$ cat src/rtl/arkanoid_psg_mixer.sv
// Arkanoid PSG mixer: sums the three YM2149 channel levels once per sample
// period, scales, DC-blocks, saturates and emits a signed 16-bit sample.
//
// Ports:
//   clk        system clock
//   reset      asynchronous active-high reset
//   ch_a/b/c   unsigned 8-bit channel levels
//   ch_en      channel enable mask (bit0=A, bit1=B, bit2=C)
//   dc_en      1 = DC blocker active, 0 = bypass
//   out        signed 16-bit sample, held between strobes
//   sample_stb one-clock pulse when out updates
module arkanoid_psg_mixer #(
  parameter int DIV        = 64,
  parameter int GAIN_SHIFT = 5,
  parameter int DC_SHIFT   = 10
) (
  input  logic               clk,
  input  logic               reset,
  input  logic [7:0]         ch_a,
  input  logic [7:0]         ch_b,
  input  logic [7:0]         ch_c,
  input  logic [2:0]         ch_en,
  input  logic               dc_en,
  output logic signed [15:0] out,
  output logic               sample_stb
);

  localparam int ACC_W = 16 + DC_SHIFT;
  localparam logic [9:0] LAST = 10'(DIV - 1);

  typedef enum logic [2:0] {
    S_IDLE,
    S_ADD_A,
    S_ADD_B,
    S_ADD_C,
    S_OUTP
  } state_t;

  state_t              state_q, state_d;
  logic [9:0]          div_cnt_q, div_cnt_d;
  logic [7:0]          snap_a_q, snap_a_d;
  logic [7:0]          snap_b_q, snap_b_d;
  logic [7:0]          snap_c_q, snap_c_d;
  logic [9:0]          acc_q, acc_d;
  logic                dc_en_q, dc_en_d;
  logic [ACC_W-1:0]    dc_acc_q, dc_acc_d;
  logic signed [15:0]  out_q, out_d;
  logic                stb_q, stb_d;

  logic                start;
  logic [7:0]          addend;
  logic [17:0]         scaled;
  logic [15:0]         dc_est;
  logic signed [18:0]  diff;
  logic signed [15:0]  sat;

  assign start = (div_cnt_q == LAST);
  assign div_cnt_d = start ? 10'd0 : div_cnt_q + 10'd1;

  // Single shared adder: operand chosen by the FSM state.
  always_comb begin
    addend = 8'd0;
    unique case (state_q)
      S_ADD_A: addend = snap_a_q;
      S_ADD_B: addend = snap_b_q;
      S_ADD_C: addend = snap_c_q;
      default: addend = 8'd0;
    endcase
  end

  assign scaled = {8'd0, acc_q} << GAIN_SHIFT;
  assign dc_est = dc_en_q ? 16'(dc_acc_q >> DC_SHIFT) : 16'd0;
  assign diff   = $signed({1'b0, scaled}) - $signed({3'b000, dc_est});

  always_comb begin
    sat = diff[15:0];
    if (diff > 19'sd32767) begin
      sat = 16'sh7fff;
    end else if (diff < -19'sd32768) begin
      sat = 16'sh8000;
    end
  end

  always_comb begin
    state_d  = state_q;
    snap_a_d = snap_a_q;
    snap_b_d = snap_b_q;
    snap_c_d = snap_c_q;
    acc_d    = acc_q;
    dc_en_d  = dc_en_q;
    dc_acc_d = dc_acc_q;
    out_d    = out_q;
    stb_d    = 1'b0;
    unique case (state_q)
      S_IDLE: begin
        if (start) begin
          snap_a_d = ch_en[0] ? ch_a : 8'd0;
          snap_b_d = ch_en[1] ? ch_b : 8'd0;
          snap_c_d = ch_en[2] ? ch_c : 8'd0;
          acc_d    = 10'd0;
          dc_en_d  = dc_en;
          state_d  = S_ADD_A;
        end
      end
      S_ADD_A: begin
        acc_d   = acc_q + {2'b00, addend};
        state_d = S_ADD_B;
      end
      S_ADD_B: begin
        acc_d   = acc_q + {2'b00, addend};
        state_d = S_ADD_C;
      end
      S_ADD_C: begin
        acc_d   = acc_q + {2'b00, addend};
        state_d = S_OUTP;
      end
      S_OUTP: begin
        out_d = sat;
        stb_d = 1'b1;
        // Leaky integrator: dc_acc tracks the mean scaled by 2^DC_SHIFT.
        if (dc_en_q) begin
          dc_acc_d = dc_acc_q + {{(ACC_W-19){diff[18]}}, diff};
        end
        state_d = S_IDLE;
      end
      default: state_d = S_IDLE;
    endcase
  end

  always_ff @(posedge clk or posedge reset) begin
    if (reset) begin
      state_q   <= S_IDLE;
      div_cnt_q <= 10'd0;
      snap_a_q  <= 8'd0;
      snap_b_q  <= 8'd0;
      snap_c_q  <= 8'd0;
      acc_q     <= 10'd0;
      dc_en_q   <= 1'b0;
      dc_acc_q  <= '0;
      out_q     <= 16'sd0;
      stb_q     <= 1'b0;
    end else begin
      state_q   <= state_d;
      div_cnt_q <= div_cnt_d;
      snap_a_q  <= snap_a_d;
      snap_b_q  <= snap_b_d;
      snap_c_q  <= snap_c_d;
      acc_q     <= acc_d;
      dc_en_q   <= dc_en_d;
      dc_acc_q  <= dc_acc_d;
      out_q     <= out_d;
      stb_q     <= stb_d;
    end
  end

  assign out        = out_q;
  assign sample_stb = stb_q;

endmodule
$ cat config.mk
export PLATFORM = sky130hd
export DESIGN_NAME = arkanoid_psg_mixer
export DESIGN_NICKNAME = d
export VERILOG_FILES = /design/src/rtl/arkanoid_psg_mixer.sv
export SDC_FILE = /design/constraint.sdc
export NUM_CORES = 1
export LEC_CHECK = 0
export CAP_MARGIN = 20
export CORE_AREA = 3 3 110 112
export CTS_BUF_LIST = sky130_fd_sc_hd__clkbuf_4
export DETAILED_ROUTE_END_ITERATION = 8
export DIE_AREA = 0 0 113 115
export PLACE_DENSITY_LB_ADDON = 0.1
export SETUP_SLACK_MARGIN = 0.5
export SYNTH_ARGS = -nofsm -noshare
export SYNTH_HDL_FRONTEND = slang
export SYNTH_SLANG_ARGS = --single-unit
$ cat constraint.sdc
create_clock -name clk -period 11.7 [get_ports clk]
set_input_delay 2.34 -clock clk [delete_from_list [all_inputs] [get_ports clk]]
set_output_delay 2.34 -clock clk [all_outputs]
set_load 0.005 [all_outputs]
==> flow_metrics.py, run 1 <==
metrics = {
    "place": {
        "placed_cells": 851,
        "placed_cell_area_um2": 6630,
        "gp_congestion": 0.842,
        "dpl.hpwl_mm": 10.6,
        "io_buffers": 46,
    },
    "clock_network": {
        "postCtsSetupBuffers": 0,
        "cts.reportedPaths.clkPinSlew_ns": 0.16,
        "cts_root_buffer": "clkbuf_4",
        "cts_inserted_buffers": 9,
        "insertion_delay_ns": 0.49,
        "cts_tree": "done",
        "clock-sinks": 91,
        "clock_path_buffers": 2,
        "cts-hold-fix-buffers": 0,
        "htree_num_levels": 3,
        "cts_resized": 0,
    },
    "pwr": {
        "p_int_uw": 372,
        "power_frac_clock_pct": 33.7,
        "power_frac_seq_pct": 62.8,
        "max-vdd-ir-drop_uv": 52.0,
        "pwr_density_cell_nw_per_um2": 74.3,
        "leakage_uw": 0.00319,
        "swShare_pct": 25.8,
        "p_switching_uw": 129,
        "p_comb_share_pct": 3.5,
    },
    "run": {
        "maxCapViolations": 0,
    },
    "final_layout": {
        "diodes": 0,
        "instances_no_fill": 867,
        "final_nets": 800,
        "drive_gt1_share_pct": 5.52,
        "fin_area_um2": 6750,
        "area.growth.synth_to_final_pct": 11.0,
    },
    "sta": {
        "setup_viol": 0,
        "clock_skew_ns": 0.0185,
        "period_minus_slack_ns": 5.07,
        "worstMarginPinSlew_ns": 1.06,
        "fmax_ghz": 0.197,
        "relSlewSlack_pct": 29.3,
        "grt_setup_unrepaired": "no",
        "finalSetupTns_ns": 0,
        "hold_viol": 0,
        "period_share_pct": 43.3,
        "drv_slew": 0,
    },
    "synth": {
        "synth_most_common_cell": "nand2_1",
        "synth_fa_ha_area_share_pct": 10.7,
        "synth_compound_area_share_pct": 18.7,
        "synthSimpleGateAreaFrac_pct": 19.8,
        "ys_warn_count": 0,
        "synthFlopType": "dfrtp_1",
        "synth_area_leaders": "dfrtp_1 37%, ha_1 10%, nand2_1 7.2%, xnor2_1 4.0%, o21ai_0 3.7%",
        "seq_area_frac_synth_pct": 37.5,
        "synth_edf_count": 0,
        "syn_avg_cell_area_um2": 8.81,
        "synth-xor-area-share_pct": 6.92,
        "synthArstFlopShare_pct": 100,
        "syn-num-nets": 771,
        "synth_seq_cells": 91,
        "netlist-cell-type-count": 64,
        "syn_area_um2": 6080,
        "synth_top_family_by_area": "simple AND/OR/NAND/NOR gates",
        "yosys-mux-area-fraction_pct": 2.57,
        "synth_commonest_cells": "116 x nand2_1, 91 x dfrtp_1, 49 x ha_1, 45 x nor2_1, 45 x o21ai_0",
        "yosysTopAreaCell": "dfrtp_1",
        "synth_cells": 690,
        "synth_top_area_share_pct": 37.5,
    },
    "drt": {
        "wl_met2_mm": 6.65,
        "postRouteAntennaNets": 0,
        "met1_length_mm": 6.78,
        "vias": 5059,
        "drt-pass1-iter-count": 5,
        "drc": 0,
        "via_per_inst": 5.84,
        "wl_per_cell_um": 16.3,
        "dr.max_layer_used": "met4",
        "first_iter_violations": 325,
        "wl_met3_um": 448,
        "routed_wl_mm": 14.1,
    },
    "worst_setup_path": {
        "crit_path_end": "dc_acc_q[24]$_DFFE_PP0P_",
        "r2r_end": "dc_acc_q[24]$_DFFE_PP0P_",
        "rrSetupSlack_ns": 6.63,
        "critical_path_class": "reg -> reg",
        "rr_startpoint": "dc_en_q$_DFFE_PP0P_",
        "cp_max_fo": 19,
        "arrival_ns": 5.42,
        "startpoint": "dc_en_q$_DFFE_PP0P_",
        "reg2reg_depth": 17,
        "cp-end-kind": "flop",
        "worstPathRequired_ns": 12.05,
        "start_kind": "flop",
    },
    "die": {
        "dieHeight_um": 115,
        "core_um2": 11300,
        "std_cell_rows": 39,
        "io_pins": 47,
        "start_util_pct": 53.7,
        "die-width_um": 113,
        "die_area_um2": 13000,
    },
    "run_status": {
        "status": "complete, no violations",
    },
    "global_route": {
        "grt_use_total_pct": 23.0,
        "grt_overflow_total": 0,
        "grt_start_max_net_pins": 58,
        "antenna_found_initial": 0,
        "grt_pass1_wl_mm": 24.2,
        "grt_pass1_vias": 5048,
    },
    "hold_path": {
        "hold_path_class": "reg -> reg",
    },
}
layout make-up:
type / count / area [um^2]
Timing Repair Buffer: 49 / 503
Fill cell: 1025 / 4570
Clock inverter: 6 / 47.5
Clock buffer: 10 / 75.1
Sequential cell: 91 / 2280
Multi-Input combinational cell: 542 / 3570
Tap cell: 143 / 179
Inverter: 26 / 98.8
per-stage QoR:
stage                     total power (uW)  hold slack, ns  setup WS, ns  utilization [%]
after floorplan                        326           0.425          7.00                -
after detailed placement               339           0.452          6.71             58.5
after global routing                   520           0.488          6.27             59.6
final                                  501           0.470          6.63             59.6
after CTS                              506           0.474          6.67             59.6
after global placement                 338           0.443          6.93             58.3
cell families (layout without fill, tap and decap cells):
group / count (synthesis) / in the layout
compound gates: 168 / 168
buf+inv: 57 / 91
fa+ha+maj: 51 / 51
simple gates: 262 / 262
flops: 91 / 91
mux: 13 / 13
xor+xnor: 48 / 48
flip-flops by register name, summed over array words and instances (netlist names):
signal and count:
snap_c_q 8, snap_a_q 8, snap_b_q 8, dc_en_q 1, state_q 3, acc_q 10, div_cnt_q 10, sample_stb 1
dc_acc_q 26, out 16
layer usage:
layer / track usage [%] / vias up
met2: 37.8 / 90
met3: 3.42 / 16
met5: 0 / -
li1: - / 2528
met4: 8.01 / 0
met1: 31.3 / 2425
power groups by stage:
stage | Combinational, uW | Sequential, uW | Clock (uW)
after floorplan | 5.72 | 321 | 0
after global placement | 17.7 | 320 | 0
after detailed placement | 18.1 | 320 | 0
after CTS | 18.1 | 315 | 174
after global routing | 19.5 | 315 | 186
final | 17.6 | 315 | 169
worst max-delay path, cell delays in order (launching register included):
cell and delay (ns):
dfrtp_1 0.77, nand2_1 0.13, ha_1 0.37, nor2b_1 0.15, a221o_1 0.38, nor4_2 0.34, or3_1 0.21, a31oi_1 0.17
a21oi_1 0.23, xnor2_1 0.17, ha_1 0.34, a2111o_1 0.39, nor3_1 0.13, o31ai_1 0.14, a221oi_1 0.47, o2111ai_1 0.21
mux2i_1 0.18, o311ai_0 0.15
cell usage in the layout, fill, tap and decap left out, types with 25 or more instances in the layout:
master             n
a21oi_1           31
nand2_1          116
inv_1             25
clkdlybuf4s50_1   46
nor2_1            45
xnor2_1           28
dfrtp_1           91
nand3_1           42
o21ai_0           45
ha_1              49
worst min path at each step:
stage                             from                       to  slack [ns]  cells after the start
2_1_floorplan   div_cnt_q[0]$_DFF_PP0_   div_cnt_q[0]$_DFF_PP0_        0.43                      1
3_3_place_gp    div_cnt_q[0]$_DFF_PP0_   div_cnt_q[0]$_DFF_PP0_        0.44                      1
5_1_grt         div_cnt_q[0]$_DFF_PP0_   div_cnt_q[0]$_DFF_PP0_        0.49                      1
4_1_cts         div_cnt_q[0]$_DFF_PP0_   div_cnt_q[0]$_DFF_PP0_        0.47                      1
3_5_place_dp   snap_c_q[0]$_DFFE_PP0P_  snap_c_q[0]$_DFFE_PP0P_        0.45                      2
6_report        div_cnt_q[0]$_DFF_PP0_   div_cnt_q[0]$_DFF_PP0_        0.47                      1
Note: power is estimated with default switching activity, not from simulation.
==> run 2, diff against run 1 <==
Clock period 11.7 ns to 5.3 ns, I/O delays scaled along.
==> flow_metrics.py, run 2 (synthesized netlist as in run 1, its figures left out) <==
metrics = {
    "worst_setup_path": {
        "critical_path_class": "reg -> reg",
        "cp-end-kind": "flop",
        "start_kind": "flop",
        "max_stage_delay_ns": 0.56,
        "crit_chain": "buf_4 > nand2_1 > ha_1 > a31oi_1 > o31ai_1 > o21ai_0 > xnor2_1 > ha_1 > a21oi_1 > and3_1 > a21oi_1 > a41o_1 > a31o_2 > o22ai_1 > xor2_1 > o21ai_0",
        "cp_max_fo": 10,
        "arrival_ns": 4.89,
        "worstPathRequired_ns": 5.66,
        "cpMaxStageDelayCell": "dfrtp_4",
    },
    "clock_network": {
        "htree_num_levels": 3,
        "clock-sinks": 91,
        "cts_root_buffer": "clkbuf_4",
        "cts.reportedPaths.clkPinSlew_ns": 0.15,
        "insertion_delay_ns": 0.48,
        "clock_path_buffers": 2,
        "cts_tree": "done",
        "cts_inserted_buffers": 9,
        "cts-hold-fix-buffers": 0,
    },
    "final_layout": {
        "instances_no_fill": 870,
        "largest_register_ffs": 26,
        "area.growth.synth_to_final_pct": 11.9,
        "final_common_cell": "nand2_1",
        "top_register": "dc_acc_q",
        "final_cell_mix": "116 x nand2_1, 90 x dfrtp_1, 49 x ha_1",
        "diodes": 0,
        "fin_area_um2": 6800,
        "final_nets": 803,
        "final.fill_count": 1030,
        "drive_gt1_share_pct": 6.33,
    },
    "die": {
        "start_util_pct": 53.7,
        "io_pins": 47,
        "die_area_um2": 13000,
        "std_cell_rows": 39,
        "dieHeight_um": 115,
        "die-width_um": 113,
        "core_um2": 11300,
    },
    "drt": {
        "drt-pass1-iter-count": 5,
        "postRouteAntennaNets": 0,
        "drc": 0,
        "via_per_inst": 5.85,
        "wl_per_cell_um": 16.2,
        "first_iter_violations": 391,
        "routed_wl_mm": 14.1,
        "vias": 5091,
    },
    "sta": {
        "setup_viol": 0,
        "hold_slack_ns": 0.476,
        "hold_viol": 0,
        "clock_skew_ns": 0.0153,
        "grt_setup_unrepaired": "no",
        "relSlewSlack_pct": 29.8,
        "finalSetupTns_ns": 0,
        "fmax_ghz": 0.221,
        "worstMarginPinSlew_ns": 1.05,
        "drv_slew": 0,
        "period_share_pct": 85.5,
        "period_minus_slack_ns": 4.53,
    },
    "place": {
        "dpl.hpwl_mm": 10.4,
        "placed_cells": 851,
        "io_buffers": 46,
        "gp_congestion": 0.869,
        "placed_cell_area_um2": 6630,
    },
    "hold_path": {
        "hold_path_class": "reg -> reg",
    },
    "run_status": {
        "status": "complete, no violations",
    },
    "global_route": {
        "grt_pass1_vias": 4788,
        "antenna_found_initial": 0,
        "grt_pass1_wl_mm": 23.5,
        "grt_use_total_pct": 22.4,
        "grt_start_max_net_pins": 55,
        "grt_overflow_total": 0,
    },
    "pwr": {
        "power_uw": 1100,
        "pwr_density_cell_nw_per_um2": 162,
        "leakage_uw": 0.00320,
        "max-vdd-ir-drop_uv": 140,
    },
    "run": {
        "maxCapViolations": 0,
    },
}
==> run 2: area by class of cell <==
cell class | count | area [um^2] | area share [%]
Timing Repair Buffer | 52 | 526 | 7.73
Clock inverter | 5 | 37.5 | 0.552
Sequential cell | 91 | 2280 | 33.5
Multi-Input combinational cell | 542 | 3600 | 52.9
Inverter | 26 | 98.8 | 1.45
Tap cell | 143 | 179 | 2.63
Clock buffer | 11 | 82.6 | 1.21
==> run 2: critical path, delay by kind of cell, from the launching register on <==
kind	cells	cell delay [ns]
buf+inv	1	0.16
simple gates	2	0.28
fa+ha+maj	2	0.66
flops	1	0.56
xor+xnor	2	0.64
compound gates	9	2.09
==> run 2: per-layer routing <==
metal	up-vias	global-route usage [%]	share of wire, %
met5	-	0	0
met4	0	7.53	1.8
met3	18	3.63	4.5
met2	104	34.9	45
met1	2440	31.9	48
li1	2529	-	-
==> run 2: final timing paths <==
kind | start | endpoint | slack, ns | cells past startpoint
worst max-delay path | dc_en_q$_DFFE_PP0P_ | dc_acc_q[21]$_DFFE_PP0P_ | 0.77 | 16
worst min register to register | div_cnt_q[0]$_DFF_PP0_ | div_cnt_q[0]$_DFF_PP0_ | 0.48 | 1
min in group asynchronous | reset | snap_b_q[1]$_DFFE_PP0P_ | 1.05 | 2
worst min-delay path | div_cnt_q[0]$_DFF_PP0_ | div_cnt_q[0]$_DFF_PP0_ | 0.48 | 1
worst max register to register | dc_en_q$_DFFE_PP0P_ | dc_acc_q[21]$_DFFE_PP0P_ | 0.77 | 16
max in group asynchronous | reset | dc_acc_q[24]$_DFFE_PP0P_ | 3.19 | 3
==> run 2: where the power goes <==
group | switching [uW] | internal, uW | leakage (uW)
logic | 19.5 | 19.4 | 0.00201
clock network | 260 | 109 | 0.0000635
registers | 0 | 695 | 0.00113
==> run 2: stage by stage <==
stage	util, %	setup WS [ns]
final	60.1	0.770
after global routing	60.1	0.512
after CTS	59.6	0.570
after detailed placement	58.5	0.401
after global placement	58.3	0.523
after floorplan	-	0.848
==> run 2: repair_timing <==
action | in CTS | in global routing
setup endpoints to repair | 2 | 4
setup buffers | 0 | 3
resized for setup | 1 | 5
==> run 3, diff against run 2 <==
Settings changed: HOLD_SLACK_MARGIN set to 0.03.
==> results of run 3 <==
The final DEF is identical to that of run 2; final timing and power are the same.
